$ cat src/rtl/ser_data_receiver.sv
// ---------------------------------------------------------------------------
// ser_data_receiver
//
// Receive-side partner of the 8-bit serial sender. It recovers one byte per
// frame from a single-wire, LSB-first stream that has no start or stop bits.
// The frame is delimited by the shared enable (en), and each bit lasts
// BIT_CYCLES clocks. The frame counter matches the sender's counter exactly,
// so rx_done rises on the same cycle as the sender's tx_done.
//
// Parameters:
//   BIT_CYCLES   clocks per bit (4..255)
//   SAMPLE_POINT offset inside a bit at which rx is sampled (1..BIT_CYCLES-2)
//   DATA_BITS    bits per frame; FRAME = DATA_BITS*BIT_CYCLES clocks
//
// Ports:
//   clk        system clock, rising edge
//   rst_n      asynchronous active-low reset
//   rx         serial data in, LSB first (same clock domain as the sender)
//   en         frame enable, high for the whole frame
//   data       last completely received byte
//   rx_done    one-cycle pulse: data has just been updated
//   frame_err  one-cycle pulse: frame aborted by early en deassertion
//   busy       high while a frame is in progress (cnt != 0)
//
// Optional feature, macro RX_MAJORITY_EN:
//   When defined, rx is sampled at SAMPLE_POINT-1, SAMPLE_POINT and
//   SAMPLE_POINT+1, and the 2-of-3 majority is written at SAMPLE_POINT+1.
//   When undefined, rx is sampled once at SAMPLE_POINT.
// ---------------------------------------------------------------------------
module ser_data_receiver #(
  parameter int BIT_CYCLES   = 50,
  parameter int SAMPLE_POINT = 25,
  parameter int DATA_BITS    = 8
) (
  input  logic                 clk,
  input  logic                 rst_n,
  input  logic                 rx,
  input  logic                 en,
  output logic [DATA_BITS-1:0] data,
  output logic                 rx_done,
  output logic                 frame_err,
  output logic                 busy
);

  localparam int FRAME = DATA_BITS * BIT_CYCLES;
  localparam int CNT_W = $clog2(FRAME);
  localparam int OFF_W = $clog2(BIT_CYCLES);
  localparam int BIT_W = (DATA_BITS > 1) ? $clog2(DATA_BITS) : 1;

  localparam logic [CNT_W-1:0] CNT_LAST   = CNT_W'(FRAME - 1);
  localparam logic [OFF_W-1:0] OFF_LAST   = OFF_W'(BIT_CYCLES - 1);
  localparam logic [OFF_W-1:0] OFF_SAMPLE = OFF_W'(SAMPLE_POINT);

  typedef enum logic {
    IDLE = 1'b0,
    RECV = 1'b1
  } state_t;

  state_t               state;
  logic [CNT_W-1:0]     cnt;      // mirrors the sender's frame counter
  logic [BIT_W-1:0]     bit_idx;  // cnt / BIT_CYCLES, without a divider
  logic [OFF_W-1:0]     offset;   // cnt % BIT_CYCLES
  logic [DATA_BITS-1:0] shift_q;
  logic [DATA_BITS-1:0] shift_next;
  logic                 sample_now;
  logic                 sample_bit;

`ifdef RX_MAJORITY_EN
  localparam logic [OFF_W-1:0] OFF_PRE  = OFF_W'(SAMPLE_POINT - 1);
  localparam logic [OFF_W-1:0] OFF_VOTE = OFF_W'(SAMPLE_POINT + 1);

  logic vote_a;  // rx at SAMPLE_POINT-1
  logic vote_b;  // rx at SAMPLE_POINT

  always_ff @(posedge clk or negedge rst_n) begin
    if (!rst_n) begin
      vote_a <= 1'b0;
      vote_b <= 1'b0;
    end else if (en) begin
      if (offset == OFF_PRE)    vote_a <= rx;
      if (offset == OFF_SAMPLE) vote_b <= rx;
    end
  end

  // Third vote is the live rx at SAMPLE_POINT+1, where the bit is written.
  assign sample_now = en && (offset == OFF_VOTE);
  assign sample_bit = (vote_a & vote_b) | (vote_a & rx) | (vote_b & rx);
`else
  assign sample_now = en && (offset == OFF_SAMPLE);
  assign sample_bit = rx;
`endif

  // The updated shift register feeds both the register and the completion
  // load, so a bit written on the final edge of a frame is never lost.
  always_comb begin
    // NOTE: default first so every path assigns shift_next and no latch is inferred.
    shift_next = shift_q;
    if (sample_now) shift_next[bit_idx] = sample_bit;
  end

  always_ff @(posedge clk or negedge rst_n) begin
    if (!rst_n) begin
      state     <= IDLE;
      cnt       <= '0;
      bit_idx   <= '0;
      offset    <= '0;
      shift_q   <= '0;
      data      <= '0;
      rx_done   <= 1'b0;
      frame_err <= 1'b0;
      busy      <= 1'b0;
    end else begin
      // NOTE: non-blocking assignments so every register updates from pre-edge values.
      rx_done   <= 1'b0;
      frame_err <= 1'b0;
      shift_q   <= shift_next;

      if (en) begin
        state <= RECV;
        if (cnt == CNT_LAST) begin
          // Completion and wrap share this edge; a following frame starts at 0.
          cnt     <= '0;
          bit_idx <= '0;
          offset  <= '0;
          data    <= shift_next;
          rx_done <= 1'b1;
          busy    <= 1'b0;
        end else begin
          cnt  <= cnt + CNT_W'(1);
          busy <= 1'b1;
          if (offset == OFF_LAST) begin
            offset  <= '0;
            bit_idx <= bit_idx + BIT_W'(1);
          end else begin
            offset <= offset + OFF_W'(1);
          end
        end
      end else begin
        state <= IDLE;
        // Dropping en mid-frame is an abort; dropping it at cnt==0 is clean.
        if (state == RECV && cnt != '0) frame_err <= 1'b1;
        cnt     <= '0;
        bit_idx <= '0;
        offset  <= '0;
        busy    <= 1'b0;
      end
    end
  end

endmodule

$ cat config.mk
export PLATFORM = sky130hd
export DESIGN_NAME = ser_data_receiver
export DESIGN_NICKNAME = d
export VERILOG_FILES = /design/src/rtl/ser_data_receiver.sv
export SDC_FILE = /design/constraint.sdc
export NUM_CORES = 1
export LEC_CHECK = 0
export CELL_PAD_IN_SITES_DETAIL_PLACEMENT = 1
export CELL_PAD_IN_SITES_GLOBAL_PLACEMENT = 2
export CORE_ASPECT_RATIO = 0.8
export CORE_MARGIN = 2
export CORE_UTILIZATION = 40
export CTS_CLUSTER_DIAMETER = 40
export DETAILED_ROUTE_END_ITERATION = 12
export GPL_TIMING_DRIVEN = 0
export PLACE_DENSITY_LB_ADDON = 0.05
export SETUP_SLACK_MARGIN = 0.1
export SKIP_LAST_GASP = 1
export SLEW_MARGIN = 20
export SYNTH_ARGS = -nofsm -noshare
export SYNTH_HDL_FRONTEND = slang
export SYNTH_SLANG_ARGS = --single-unit
$ cat constraint.sdc
create_clock -name clk -period 3.7 [get_ports clk]
set_input_delay 0.74 -clock clk [delete_from_list [all_inputs] [get_ports clk]]
set_output_delay 0.74 -clock clk [all_outputs]
set_load 0.03 [all_outputs]
Word-level counts from Yosys, hierarchy flattened
Cells that the tools add are included.
{"block": "op_classes", "n_addsub": 3, "n_lt_le_gt_ge": 2, "n_eq_ne": 4, "mux": 19, "reduce_logical": 5}
{"op": "2-to-1 mux 6 bit", "count": 3}
{"op": "2-to-1 mux 9 bit", "count": 2}
{"op": "adder 9 x 1 -> 9 bit (second input constant)", "count": 1}
{"op": "== test 9 bit (second input constant)", "count": 1}
{"op": "2-to-1 mux 3 bit", "count": 3}
{"op": "nonzero test 9 bit", "count": 1}
{"op": "bitwise mux 8 bit", "count": 1}
{"op": "2-to-1 mux 1 bit", "count": 8}
{"op": "2-to-1 mux 8 bit", "count": 1}
{"op": "adder 6 x 1 -> 6 bit (second input constant)", "count": 1}
{"op": "== test 6 x 5 -> 1 bit (second input constant)", "count": 1}
{"op": "== test 6 bit (second input constant)", "count": 1}
{"op": "< comparator 3 x 4 -> 1 bit (second input constant)", "count": 1}
{"op": "adder 3 x 1 -> 3 bit (second input constant)", "count": 1}
{"op": "demux 1 bit (select 3 bit)", "count": 1}
{"op": "greater-or-equal comparator 3 x 1 -> 1 bit (second input constant)", "count": 1}
{"op": "logical AND 1 bit", "count": 3}
{"op": "inequality test 3 x 1 -> 1 bit (second input constant)", "count": 1}
{"op": "AND reduction 2 bit", "count": 1}
{"block": "word_totals", "regBits": 38, "out_inout_bits": 11}

Logic depth before layout (Yosys ltp)
{"block": "logic_depth", "word_depth": 6, "mapped_depth": 6, "depth_no_buf": 5}

Least setup slack after synthesis
OpenSTA, ideal clock, no wires.
{"block": "synth_path", "path_kind": "input-to-reg", "start": "in en", "end": "reg data[0]", "setup_time_ns": 0.139, "t_arrival_ns": 1.504, "required_ns": 3.561, "setup_slack_ns": 2.058, "path_stages": 3, "path_buffers": 0, "cell_sequence": "or3b_1 > o31ai_1 > a31oi_1"}
{"block": "synth_between", "elab_chain_len": 2, "elab_cells_between_ends": 3}
{"element": "start: declaration", "line": "38", "text": "input logic en,"}
{"element": "logical AND 1 bit", "line": "89", "text": "assign sample_now = en && (offset == OFF_SAMPLE);"}
{"element": "2-to-1 mux 8 bit", "line": "98", "text": "if (sample_now) shift_next[bit_idx] = sample_bit;"}
{"element": "end signal: assignment", "line": "125", "text": "data <= shift_next;"}
{"element": "end: declaration", "line": "39", "text": "output logic [DATA_BITS-1:0] data,"}
Parallel ways exist; a longest one is shown, timed or not.
A chain may end at the register's enable or synchronous reset.

Worst setup path in the final report
{"block": "layout_path", "start": "in en", "end": "reg data[2]"}
The elaborated chain is that of the path after synthesis.

==> flow_summary.rst <==
.. list-table::
   :header-rows: 1

   * - Metric
     - Value
   * - Ant. Diodes
     - 0
   * - Die Footprint
     - 0.005177 mm2
   * - Clock Pin Slew Worst Setup and Hold Paths
     - 70 ps
   * - Global-route wire length before repair
     - 7962 um
   * - Number of nets in the synthesized netlist
     - 187
   * - Number of CTS-inserted buffers
     - 5
   * - Area of all sequential standard cells
     - 950.9 um2
   * - Setup Viol. Count Final
     - 0
   * - Total number of yosys warnings
     - 0
   * - Number of different library cells in the post-synthesis netlist
     - 38
   * - Complex-gate fraction of the synthesized area
     - 14.37%
   * - Number of hold violations in the final report
     - 0
   * - Buffers and inverters on the worst path
     - 1
   * - Mapped Avg Cell Area
     - 10.37 um2
   * - Main area contributors after synthesis
     - dfrtp_1, a31oi_1, nand3_1
   * - GR Overflow Total
     - 0
   * - Clock skew
     - 4.345 ps
   * - CTS H-tree lvls
     - 2
   * - Max Root-Sink Buffers
     - 2
   * - Area of the multi-input gates
     - 793.3 um2
   * - Clock latency at the later pin of the worst-skew pair
     - 290 ps
   * - Vias after detailed routing
     - 1494
   * - Depth of the worst register-to-register path
     - 4
   * - Placement Rows
     - 22
   * - Total power divided by cell area
     - 412.6 mW/mm2
   * - Portion of synthesized cell area occupied by the leading cell type
     - 51.53%
   * - Post-layout net count
     - 209
   * - Routed len/inst
     - 17.52 um
   * - Maximum number of pins on one net before global-route repair
     - 31
   * - Synthesized instance count
     - 178
   * - Worst Hold Class
     - in2async
   * - Max-slew headroom at the worst pin
     - 57.56%
   * - Leak pwr
     - 0.9978 nW
   * - First DRT Iteration DRCs
     - 111
   * - Post-synthesis adder-cell area fraction
     - 3.390%
   * - Wire length the detailed router placed on met1
     - 2222 um
   * - Post-synth design cell area
     - 0.001846 mm2
   * - Longest individual stage delay on the worst path
     - 620 ps
   * - Number of synthesized register bits
     - 38
   * - End of the worst register-to-register path
     - offset[1]
   * - Number of non-filler instances in the completed layout
     - 261
   * - Number of top-level pins
     - 15
   * - # Max-Cap Violations
     - 0
   * - Fin crit share
     - 58.75%
   * - DP Wirelength
     - 3279 um
   * - Simple logic cell fraction of the synthesized area
     - 22.37%
   * - Met3 wire length
     - 134 um
   * - Final WL
     - 4574 um
   * - Final cell area excluding filler cells
     - 0.002218 mm2
   * - Layout cells sized above 1
     - 11.44%
   * - CTS resizes
     - 0
   * - Routed length on met2
     - 2167 um
   * - Post-CTS setup buffer count
     - 0
   * - Top metal layer carrying routed signals
     - met4
   * - Placed Instance Area
     - 0.002076 mm2
   * - Reg2Reg Launch Point
     - cnt[5]
   * - RSZ-0062 raised after global routing
     - false
   * - Overall global routing resource usage
     - 20.24%
   * - Minimum setup slack among reg-to-reg paths
     - 1920 ps
   * - Cells along the critical path
     - clkdlybuf4s50_1, or3b_1, o31ai_1, a31oi_1
   * - # port buffers
     - 14
   * - Max VDD drop
     - 0.2067 mV
   * - Pin slew with the least headroom to its limit
     - 633.9 ps
   * - Mean number of vias per cell
     - 5.724
   * - Largest driver fanout on the critical path
     - 8
   * - Remaining antenna violation count
     - 0
   * - Sort of element at the end of the critical path
     - register
   * - Timing-limited maximum frequency
     - 460.0 MHz
   * - Required time reported for the critical path endpoint
     - 3860 ps
   * - Master cell of the clock root buffer
     - clkbuf_8
   * - Clock tree from TritonCTS
     - yes
   * - Final RePlAce weighted congestion
     - 0.7923
   * - Area share of xor/xnor cells in the synthesized design
     - 2.847%
   * - CTS Hold Buffers Added
     - 0
   * - Cell family contributing the most delay on the critical path
     - buffers and inverters
   * - Number of cells on the critical path
     - 4
   * - Arrival @ worst endpoint
     - 2330 ps
   * - DRC violations left
     - 0
   * - Placed cell count
     - 253
   * - Horiz. Die Dim
     - 79.94 um
   * - Number of clock sinks seen by CTS
     - 38
   * - Number of antenna violations at the first check in global routing
     - 0
   * - Worst path slowest cell
     - clkdlybuf4s50_1
   * - Status
     - finished, final reports clean
   * - Sequential share of the synthesized area
     - 51.53%
   * - Class of the most critical setup path
     - in2reg
   * - Combinational family with the most area after synthesis
     - simple AND/OR/NAND/NOR gates
   * - Post-synth top area cell
     - dfrtp_1
   * - Detailed Routing Iterations Pass 1
     - 4
   * - Final critical-path required period
     - 2174 ps
   * - Post-Route Setup TNS
     - 0 ps
   * - Height of the die
     - 64.76 um
   * - Multiplexer share of the synthesized area
     - 0%
   * - Total core area
     - 0.004514 mm2
   * - Initial Util
     - 40.88%
   * - Filler cells
     - 524
   * - Syn-to-layout area delta
     - 20.20%
   * - Launching element type of the critical path
     - input pin
   * - Pins over their slew limit
     - 0
   * - Via count of the first global-routing pass
     - 1528
metal layers:
layer / up-vias / global-route usage, %
li1: 703 / -
met1: 764 / 29.01
met2: 19 / 31.35
met3: 8 / 3.900
met4: 0 / 5.720
met5: - / 0
synthesized netlist by cell type (all sizes together):
| master | n |
|---|---|
| a211oi | 1 |
| a21o | 1 |
| a21oi | 7 |
| a31oi | 16 |
| and2 | 1 |
| and3 | 3 |
| and3b | 3 |
| and4 | 1 |
| and4b | 1 |
| buf | 6 |
| clkbuf | 4 |
| dfrtp | 38 |
| ha | 5 |
| inv | 8 |
| nand2 | 13 |
| nand2b | 2 |
| nand3 | 14 |
| nand3b | 1 |
| nand4 | 2 |
| nand4b | 3 |
| nor2 | 6 |
| nor3 | 5 |
| nor3b | 2 |
| nor4 | 1 |
| nor4b | 1 |
| o2111a | 1 |
| o21ai | 7 |
| o31ai | 9 |
| or2 | 1 |
| or3 | 6 |
| or3b | 2 |
| or4 | 1 |
| xnor2 | 2 |
| xor2 | 4 |
cell type report:
class | instances | share of cell area (%)
Buffer | 10 | 3.215
Multi-Input combinational cell | 122 | 35.76
Clock inverter | 2 | 2.707
Timing Repair Buffer | 15 | 6.994
Clock buffer | 6 | 3.723
Tap cell | 60 | 3.384
Inverter | 8 | 1.354
Sequential cell | 38 | 42.87
cell usage in the layout (no fill, tap or decap), drive strengths merged, types with 7 or more instances in the layout:
cell type / instances
o21ai: 7
clkdlybuf4s50: 13
a31oi: 16
dfrtp: 38
inv: 8
buf: 8
nand3: 14
clkbuf: 10
o31ai: 9
nand2: 13
a21oi: 7
logic make-up after synthesis:
kind of cell / after synthesis
AOI/OAI and AO/OA: 42
xor gates and xnor gates: 6
adders and majority gates: 5
buffers and inverters: 18
DFF: 38
and+or+nand+nor: 69
stage by stage:
step           setup WS [ps]  hold WS (ps)  total power, W  util, %
5_1_grt                 1381         304.2       0.0009489    49.14
4_1_cts                 1523         300.8       0.0009247    49.14
6_report                1526         300.6       0.0009153    49.14
3_3_place_gp            1013         465.3       0.0004835    45.65
2_1_floorplan           2058         444.4       0.0004609        -
3_5_place_dp            1236         477.2       0.0004885    45.98
flip-flops by register name (all words and copies together) (netlist names):
register and cells:
frame_err 1, busy 1, cnt 9, state 1, shift_q 8, rx_done 1
bit_idx 3, data 8, offset 6
power breakdown:
part	internal, W	switching [W]
Combinational	0.0000190	0.0000307
Clock	0.000288	0.000149
Sequential	0.000422	0.00000700
how the worst max path moves through the flow:
stage / startpoint / end / slack [ps]
5_1_grt: en / data[2] / 1380
6_report: en / data[2] / 1530
2_1_floorplan: en / data[0] / 2060
3_3_place_gp: rst_n / rx_done / 1010
3_5_place_dp: en / data[6] / 1240
4_1_cts: en / data[4] / 1520
No activity file was read; power rests on OpenSTA's default activity.
